$ cat config.mk
export PLATFORM = sky130hd
export DESIGN_NAME = fetch_pc_ctrl
export DESIGN_NICKNAME = d
export VERILOG_FILES = /design/src/rtl/fetch_pkg.sv /design/src/rtl/fetch_ibuf.sv /design/src/rtl/fetch_pc_ctrl.sv
export SDC_FILE = /design/constraint.sdc
export NUM_CORES = 1
export LEC_CHECK = 0
export CAP_MARGIN = 30
export CORE_ASPECT_RATIO = 0.75
export CORE_MARGIN = 4
export CORE_UTILIZATION = 30
export CTS_BUF_LIST = sky130_fd_sc_hd__clkbuf_8
export CTS_CLUSTER_SIZE = 8
export DETAILED_ROUTE_END_ITERATION = 12
export GPL_ROUTABILITY_DRIVEN = 0
export HOLD_SLACK_MARGIN = 0.12
export PLACE_DENSITY = 0.63
export SYNTH_ARGS = -nofsm -noshare
export SYNTH_HDL_FRONTEND = slang
export SYNTH_SLANG_ARGS = --single-unit
$ cat constraint.sdc
create_clock -name clk -period 6.38 [get_ports clk]
set_input_delay 1.914 -clock clk [delete_from_list [all_inputs] [get_ports clk]]
set_output_delay 1.914 -clock clk [all_outputs]
set_load 0.02 [all_outputs]
$ cat src/rtl/fetch_pkg.sv
// Shared types and default constants for the fetch-stage PC controller.
// Redirect source encoding and the packed instruction-buffer entry layout.
package fetch_pkg;

    localparam int          FETCH_PC_W     = 32;
    localparam logic [31:0] FETCH_RESET_PC = 32'hbfc0_0000;
    localparam logic [31:0] FETCH_EXC_VEC  = 32'hbfc0_0380;

    typedef enum logic [1:0] {
        RD_NONE,
        RD_EXC,
        RD_ERET,
        RD_BR
    } redirect_src_e;

    typedef struct packed {
        logic [FETCH_PC_W-1:0] pc;
        logic [31:0]           inst;
        logic                  adel;
    } ibuf_entry_t;

endpackage

$ cat src/rtl/fetch_ibuf.sv
// First-word-fall-through FIFO with synchronous flush; head visible the cycle after push.
// Push while full is accepted only together with a pop; flush overrides push and pop.
module fetch_ibuf #(
    parameter int DEPTH = 2,
    parameter int W     = 32,
    parameter int CW    = $clog2(DEPTH + 1)
) (
    input  logic          clk,
    input  logic          reset,
    input  logic          flush,
    input  logic          push_vld,
    input  logic [W-1:0]  push_dat,
    input  logic          pop_rdy,
    output logic          out_vld,
    output logic [W-1:0]  out_dat,
    output logic [CW-1:0] count
);

    localparam int PW = (DEPTH > 1) ? $clog2(DEPTH) : 1;

    logic [W-1:0]  r_mem [DEPTH];
    logic [PW-1:0] r_rd;
    logic [PW-1:0] r_wr;
    logic [CW-1:0] r_count;
    logic          w_do_pop;
    logic          w_do_push;

    function automatic logic [PW-1:0] ptr_inc(input logic [PW-1:0] p);
        return (p == PW'(DEPTH - 1)) ? '0 : p + PW'(1);
    endfunction

    assign w_do_pop  = pop_rdy & (r_count != '0);
    assign w_do_push = push_vld & ((r_count != CW'(DEPTH)) | w_do_pop);

    always_ff @(posedge clk) begin
        if (reset || flush) begin
            r_rd    <= '0;
            r_wr    <= '0;
            r_count <= '0;
        end else begin
            if (w_do_push) r_wr <= ptr_inc(r_wr);
            if (w_do_pop)  r_rd <= ptr_inc(r_rd);
            r_count <= r_count + CW'(w_do_push) - CW'(w_do_pop);
        end
    end

    always_ff @(posedge clk) begin
        if (w_do_push && !flush) r_mem[r_wr] <= push_dat;
    end

    assign out_vld = (r_count != '0);
    assign out_dat = r_mem[r_rd];
    assign count   = r_count;

endmodule

$ cat src/rtl/fetch_pc_ctrl.sv
// Fetch PC register, redirect arbitration, SRAM request issue with stale-return cancel, decode buffer.
// Redirect N -> request N+1; data_ok N -> fe_valid N+1; issue stalls while in-flight plus buffered fills the buffer.
module fetch_pc_ctrl
    import fetch_pkg::*;
#(
    parameter int              PC_W       = FETCH_PC_W,
    parameter logic [PC_W-1:0] RESET_PC   = FETCH_RESET_PC,
    parameter logic [PC_W-1:0] EXC_VEC    = FETCH_EXC_VEC,
    parameter int              MAX_OUTST  = 2,
    parameter int              IBUF_DEPTH = 2
) (
    input  logic            clk,
    input  logic            reset,
    input  logic            exc_valid,
    input  logic            eret_valid,
    input  logic [PC_W-1:0] eret_target,
    input  logic            br_valid,
    input  logic [PC_W-1:0] br_target,
    output logic            inst_req,
    output logic [PC_W-1:0] inst_addr,
    input  logic            inst_addr_ok,
    input  logic            inst_data_ok,
    input  logic [31:0]     inst_rdata,
    output logic            fe_valid,
    output logic [PC_W-1:0] fe_pc,
    output logic [31:0]     fe_inst,
    output logic            fe_adel,
    input  logic            de_allowin
);

    localparam int OW = $clog2(MAX_OUTST + 1);
    localparam int CW = $clog2(IBUF_DEPTH + 1);
    localparam int SW = ((OW > CW) ? OW : CW) + 1;
    localparam int EW = PC_W + 32 + 1;

    logic [PC_W-1:0] r_pc;
    logic [OW-1:0]   r_cancel;
    logic            r_adel_done;

    redirect_src_e   w_src;
    logic            w_redirect;
    logic [PC_W-1:0] w_target;
    logic            w_aligned;
    logic [OW-1:0]   w_outst;
    logic [OW-1:0]   w_outst_nxt;
    logic [CW-1:0]   w_ibuf_cnt;
    logic [SW-1:0]   w_occ;
    logic            w_accept;
    logic            w_tag_vld;
    logic [PC_W-1:0] w_tag;
    logic            w_ret;
    logic            w_drop;
    logic            w_ret_push;
    logic            w_adel_push;
    logic            w_ibuf_push;
    logic [EW-1:0]   w_ibuf_din;
    logic            w_ibuf_pop;
    logic            w_head_vld;
    logic [EW-1:0]   w_head;

    always_comb begin
        w_src    = RD_NONE;
        w_target = r_pc;
        if (exc_valid)       w_src = RD_EXC;
        else if (eret_valid) w_src = RD_ERET;
        else if (br_valid)   w_src = RD_BR;
        case (w_src)
            RD_EXC:  w_target = EXC_VEC;
            RD_ERET: w_target = eret_target;
            RD_BR:   w_target = br_target;
            default: w_target = r_pc;
        endcase
    end

    assign w_redirect = (w_src != RD_NONE);
    assign w_aligned  = (r_pc[1:0] == 2'b00);
    assign w_occ      = SW'(w_outst) + SW'(w_ibuf_cnt);

    assign inst_req  = ~reset & w_aligned & (w_outst < OW'(MAX_OUTST))
                     & (w_occ < SW'(IBUF_DEPTH)) & ~w_redirect;
    assign inst_addr = r_pc;
    assign w_accept  = inst_req & inst_addr_ok;

    // A data_ok with nothing in flight is ignored so the counters cannot wrap.
    assign w_ret       = inst_data_ok & w_tag_vld;
    assign w_drop      = w_ret & (r_cancel != '0);
    assign w_outst_nxt = w_outst + OW'(w_accept) - OW'(w_ret);

    // Outstanding is always zero when cancel is, since misalignment only arises from a redirect.
    assign w_adel_push = ~reset & ~w_aligned & ~r_adel_done & ~w_redirect
                       & (r_cancel == '0) & (w_outst == '0) & (w_ibuf_cnt < CW'(IBUF_DEPTH));
    assign w_ret_push  = w_ret & ~w_drop & ~w_redirect;
    assign w_ibuf_push = w_ret_push | w_adel_push;
    assign w_ibuf_din  = w_ret_push ? {w_tag, inst_rdata, 1'b0} : {r_pc, 32'h0, 1'b1};
    assign w_ibuf_pop  = fe_valid & de_allowin & ~w_redirect;

    always_ff @(posedge clk) begin
        if (reset) begin
            r_pc        <= RESET_PC;
            r_cancel    <= '0;
            r_adel_done <= 1'b0;
        end else if (w_redirect) begin
            // Everything still in flight after this cycle belongs to the old stream.
            r_pc        <= w_target;
            r_cancel    <= w_outst_nxt;
            r_adel_done <= 1'b0;
        end else begin
            if (w_accept)    r_pc        <= r_pc + PC_W'(4);
            if (w_drop)      r_cancel    <= r_cancel - OW'(1);
            if (w_adel_push) r_adel_done <= 1'b1;
        end
    end

    fetch_ibuf #(.DEPTH(MAX_OUTST), .W(PC_W), .CW(OW)) u_tag_fifo (
        .clk      (clk),
        .reset    (reset),
        .flush    (1'b0),
        .push_vld (w_accept),
        .push_dat (r_pc),
        .pop_rdy  (w_ret),
        .out_vld  (w_tag_vld),
        .out_dat  (w_tag),
        .count    (w_outst)
    );

    fetch_ibuf #(.DEPTH(IBUF_DEPTH), .W(EW), .CW(CW)) u_ibuf (
        .clk      (clk),
        .reset    (reset),
        .flush    (w_redirect),
        .push_vld (w_ibuf_push),
        .push_dat (w_ibuf_din),
        .pop_rdy  (w_ibuf_pop),
        .out_vld  (w_head_vld),
        .out_dat  (w_head),
        .count    (w_ibuf_cnt)
    );

    assign fe_valid = w_head_vld & ~reset;
    assign fe_pc    = w_head[EW-1 -: PC_W];
    assign fe_inst  = w_head[32:1];
    assign fe_adel  = w_head[0] & fe_valid;

endmodule

After elaboration in Yosys (flattened, before gate mapping)
Memory sizes are Yosys's and may differ from the RTL's. A register that Yosys moved wholly into a read port is not among the register bits.
Cells that the tools add are included.
W data, S select, Z words.
{ "word_totals": {"output_inout_bits": 99, "in_bits": 104, "ff_bits": 43, "latch_bits": 0, "romBits": 0, "ramBits": 194, "n_memories": 2, "wordCells": 99} }
{ "memory_table": {"columns": ["name", "depth", "width", "read_ports", "rd_ports_with_merged_regs", "write_ports", "line", "rtl"], "rows": [
  ["u_ibuf.r_mem", 2, 65, 1, 1, 1, "fetch_ibuf.sv:21", "logic [W-1:0] r_mem [DEPTH];"],
  ["u_tag_fifo.r_mem", 2, 32, 1, 1, 1, "fetch_ibuf.sv:21", null]
]} }
{ "op_classes": {"n_reduce_logical": 14, "add_sub_neg": 13, "n_lt_le_gt_ge": 3, "mux": 21, "multipliers": 0, "n_eq_ne": 6, "n_bitwise": 31, "div_mod_pow": 0, "shift": 0} }
{ "ops": {"columns": ["operator", "n"], "rows": [
  ["$pmux W32 S3", 1],
  ["$mux W65", 1],
  ["$mux W32", 2],
  ["$add A32 B3 Y32 const B", 1],
  ["$and A1 B1 Y1", 23],
  ["$mux W1", 12],
  ["$reduce_bool A2 Y1", 6],
  ["$mux W2", 5],
  ["$add A2 B1 Y2", 3],
  ["$logic_not A2 Y1", 3],
  ["$sub A2 B1 Y2", 3],
  ["$not A1 Y1", 5],
  ["$add A1 B1 Y1 const B", 4],
  ["$eq A2 B2 Y1 const B", 2],
  ["$lt A2 B2 Y1 const B", 2],
  ["$ne A2 B2 Y1 const B", 2],
  ["$ne A4 B4 Y1 const B", 1],
  ["$add A2 B2 Y3", 1],
  ["$lt A3 B2 Y1 const B", 1],
  ["$or A1 B1 Y1", 3],
  ["$eq A2 B1 Y1 const B", 1],
  ["$reduce_and A2 Y1", 1],
  ["$reduce_or A2 Y1", 1],
  ["$sub A2 B1 Y2 const B", 1],
  ["other kinds (3)", 3]
]} }

Longest topological paths before layout
{ "depth": {"word_depth": 14, "mapped_depth": 16, "ltp_nobuf": 14} }

By module
A second synthesis with hierarchy kept.
{ "unflattened": {"hier_cells": 829, "hier_area_um2": 10924.2} }
{ "modules_own_cells": {"columns": ["module", "instances", "area_per_inst_um2", "seq_area_each_um2", "cells_per_inst"], "rows": [
  ["fetch_ibuf (u_ibuf)", 1, 5148.7, 4003.8, 227],
  ["fetch_pc_ctrl", 1, 3201.8, 700.7, 477],
  ["fetch_ibuf (u_tag_fifo)", 1, 2573.7, 2021.9, 125]
]} }

Least setup slack after synthesis
OpenSTA, ideal clock, no wires.
{ "synth_timing": {"path_kind": "input-to-reg", "from": "in eret_valid", "to": "mem u_ibuf.r_mem[0][0] (netlist bit), enable pin", "n_path_buf": 2, "arrival_ns": 6.289, "setup_time_ns": 0.496, "stages": 10, "required_ns": 5.884, "slack_ns": -0.405, "path_cell_list": "inv_1 a21o_1 inv_1 ha_1 buf_2 nand2b_1 clkbuf_1 or3_1 a32oi_1 nor2b_1"} }
{ "synth_via": {"elab_chain_cells": 13, "word_cells_on_any_way": 18, "cone_classes": "mux: 4; bitwise: 11; reduce/logical: 3"} }
{ "synth_rtl": {"columns": ["item", "line", "rtl"], "rows": [
  ["from (decl)", "fetch_pc_ctrl.sv:15", "input logic eret_valid,"],
  ["$mux W2 *", "fetch_pc_ctrl.sv:65", "else if (eret_valid) w_src = RD_ERET;"],
  ["$mux W2 *", "fetch_pc_ctrl.sv:64", "if (exc_valid) w_src = RD_EXC;"],
  ["$reduce_bool A2 Y1 *", "fetch_pc_ctrl.sv:75", "assign w_redirect = (w_src != RD_NONE);"],
  ["$not A1 Y1 *", "fetch_pc_ctrl.sv:90, fetch_pc_ctrl.sv:92, fetch_pc_ctrl.sv:95", null],
  ["$and A1 B1 Y1", "fetch_pc_ctrl.sv:90", "assign w_adel_push = ~reset & ~w_aligned & ~r_adel_done & ~w_redirect"],
  ["$and A1 B1 Y1 (3 in series)", "fetch_pc_ctrl.sv:91", "& (r_cancel == '0) & (w_outst == '0) & (w_ibuf_cnt < CW'(IBUF_DEPTH));"],
  ["$or A1 B1 Y1", "fetch_pc_ctrl.sv:93", "assign w_ibuf_push = w_ret_push | w_adel_push;"],
  ["$and A1 B1 Y1 *", "fetch_ibuf.sv:33", "assign w_do_push = push_vld & ((r_count != CW'(DEPTH)) | w_do_pop);"],
  ["via u_ibuf.w_do_push", "fetch_ibuf.sv:26", "logic w_do_push;"],
  ["$logic_and A1 B1 Y1 *", "fetch_ibuf.sv:48", "if (w_do_push && !flush) r_mem[r_wr] <= push_dat;"],
  ["$mux W1 *", "fetch_ibuf.sv:48", null],
  ["$mux W1 (not written as such) *", "fetch_ibuf.sv:48", null],
  ["to (decl)", "fetch_ibuf.sv:21", null]
]} }
Mark *: on every way through the listed nets, which the timed path passes. The rest lies on a longest branch.

Worst setup path after layout
{ "layout_timing": {"from": "in eret_valid", "to": "out inst_req"} }
{ "layout_via": {"elab_chain_cells": 5} }
{ "layout_rtl": {"columns": ["item", "line", "rtl"], "rows": [
  ["$mux W2", "fetch_pc_ctrl.sv:65", null],
  ["$mux W2", "fetch_pc_ctrl.sv:64", null],
  ["$reduce_bool A2 Y1", "fetch_pc_ctrl.sv:75", null],
  ["$not A1 Y1", "fetch_pc_ctrl.sv:80", "& (w_occ < SW'(IBUF_DEPTH)) & ~w_redirect;"],
  ["$and A1 B1 Y1", "fetch_pc_ctrl.sv:80", null],
  ["to (decl)", "fetch_pc_ctrl.sv:19", "output logic inst_req,"]
]} }
No other way between the ends.

==> impl_metrics.toml <==
[status]
outcome = "completed"

[clock_tree]
cts.htree.levels = 2
postCtsHoldBufs = 0
root_buffer = "clkbuf_8"
post-cts-setup-buffers = 0
clock_latency_ps = 550
clk_pin_slew_worst_paths_ps = 60
cts_buffer_depth = 3
cts_resized = 0
cts_buffers = 40
cts_sinks = 239
cts_tree = "yes"

[power]
switchingPower_mw = 1.03
p_per_area_mw_per_mm2 = 278
pwr-share-clk_pct = 32.8
combPwrFrac_pct = 17.7
internal_power_mw = 2.75
vdd_drop_max_mv = 0.113
pwr-share-seq_pct = 49.5
switching_share_pct = 27.3
p_leak_nw = 4.63

[finish]
design_area_sq_mm = 0.0136
areaGrowthSynthToFinish_pct = 32.3
drive_gt1_share_pct = 14.6
final_cell_count_no_fill = 1444
layout_commonest_cell = "clkdlybuf4s50_1"
final_util_pct = 40.4
diodes = 0
nets = 1082
final_cell_mix = "clkdlybuf4s50_1, edfxtp_1, mux2_2, nand2_1, clkbuf_8"

[drt]
vias_per_cell = 4.89
drc_errors = 0
via_count = 7058
postRouteAntennaNets = 0
wl_per_cell_microns = 19.6
first_pass_iters = 7
drt_iter0_markers = 565
drt_wl_total_microns = 28300

[logic_synthesis]
synthesis.nets = 868
syn_area_sq_mm = 0.0103
synth.area.top_cells = "edfxtp_1, dfxtp_1, mux2_2"
seq_area_frac_synth_pct = 65.4
syn_inst = 752
synth_top_area_share_pct = 56.6
synth_enable_flop_cells = 194
syn_avg_cell_area_sq_um = 13.7
ys.flop_type = "edfxtp_1"
ys_seq_elements = 239
ys_types = 58
synth_largest_area_cell = "edfxtp_1"
yosysWarnings = 0
async_flop_share_pct = 0

[sta]
rsz0062_at_grt = "no"
fin_tns_setup_ps = 0
final_max_slew_viol_count = 0
worstMarginPinSlew_ps = 879
finalHoldViolations = 0
fin_crit_ps = 6140
fin_crit_sh_pct = 96.3
relSlewSlack_pct = 40.8
fin_skew_ps = 14.3
setup-violations-final = 0
hold_ws_ps = 500
fmax_mhz = 163

[floorplan]
die-area_sq_mm = 0.0373
rows = 58
die_y_microns = 168
start_util_pct = 30.6
coreArea_sq_mm = 0.0337
io_pins = 203
die_w_microns = 222

[critical_path]
cp_max_fo = 2
endpoint_kind = "output pin"
start_kind = "primary input"
crit_arrival_ps = 4230
cp.required_ps = 4470
worstRegToRegCells = 13
crit_type = "in -> out"

[worst_hold_path]
hold_path_class = "reg -> reg"
min_path_cells = 2

[grt]
grtUsageTotal_pct = 14.7
antenna_found_initial = 0
grt_max_degree = 67
grt_pass1_wl_microns = 42900
grt_pass1_vias = 7052
grt_overflow = 0

[place]
dp_hpwl_microns = 19400
dp_cells = 1374
dpl_cell_area_sq_mm = 0.0129
io_buffers = 202

[run]
drv_cap = 0
## final timing paths
check | start | to | slack, ps
setup / recovery | eret_valid | inst_req | 240
hold / removal | r_adel_done | r_adel_done | 500
setup reg to reg | u_tag_fifo.count[0] | r_cancel[1] | 2950
hold reg to reg | r_adel_done | r_adel_done | 500
## layer usage
layer	vias to the layer above	wire length, microns	track usage [%]
met5	-	0	0
met4	0	609	4.18
met3	51	2130	4.06
met2	274	12300	22.3
met1	3430	13200	20.7
li1	3303	-	-
## cell families after synthesis
kind of cell / count (synthesis) / synth area share [%]
buffers and inverters: 64 / 2.52
and+or+nand+nor: 193 / 9.91
adders and majority gates: 12 / 1.53
xor gates and xnor gates: 25 / 2.13
AOI/OAI and AO/OA: 118 / 7.89
muxes: 101 / 10.6
DFF: 239 / 65.4
## cell type report
type	instances	area, sq um
clock buffers	45	619
clock inverters	25	104
fillers	3198	20100
inverters	19	71.3
multi-input cells	449	3320
flip-flops and latches	239	6730
well taps	450	563
repair buffers	217	2200
## state kept, by name (all words and copies together), names as in the netlist, named ones only
signal,count
r_adel_done,1
u_ibuf.r_mem,130
u_ibuf.r_wr,1
inst_addr,32
u_ibuf.r_rd,1
u_tag_fifo.r_wr,1
r_cancel,2
u_tag_fifo.count,2
u_tag_fifo.r_rd,1
u_tag_fifo.r_mem,64
u_ibuf.count,2
## cell usage after synthesis, types with 9 or more instances
master    instances
edfxtp_1        194
mux2_2           66
nand2_1          49
dfxtp_1          45
o21ai_0          40
clkbuf_1         36
and2_1           35
mux2i_1          35
nor2_1           34
a221oi_1         21
inv_1            18
nand4_1          16
xnor2_1          16
nand3_1          12
ha_1             11
nor3_1           11
a211oi_1         10
a21oi_1           9
xor2_1            9
## per-stage QoR
step	total power, mW	setup slack, ps
2_1_floorplan	2.28	813
3_3_place_gp	2.56	283
3_5_place_dp	2.58	230
4_1_cts	3.84	208
5_1_grt	3.97	71.6
6_report	3.79	239
## power groups by stage
| stage | Sequential [mW] | Combinational, mW | Clock (mW) |
|---|---|---|---|
| 2_1_floorplan | 1.88 | 0.406 | 0 |
| 3_3_place_gp | 1.93 | 0.635 | 0 |
| 3_5_place_dp | 1.91 | 0.675 | 0 |
| 4_1_cts | 1.87 | 0.679 | 1.29 |
| 5_1_grt | 1.89 | 0.725 | 1.36 |
| 6_report | 1.87 | 0.672 | 1.24 |
## critical path, stage by stage
cell and delay [ps]:
clkdlybuf4s50_1 480, inv_1 50, a21o_1 190, inv_1 80
ha_1 160, or4b_1 470, nor4_1 220, clkdlybuf4s50_1 670
Power figures use the tool's default switching activity.
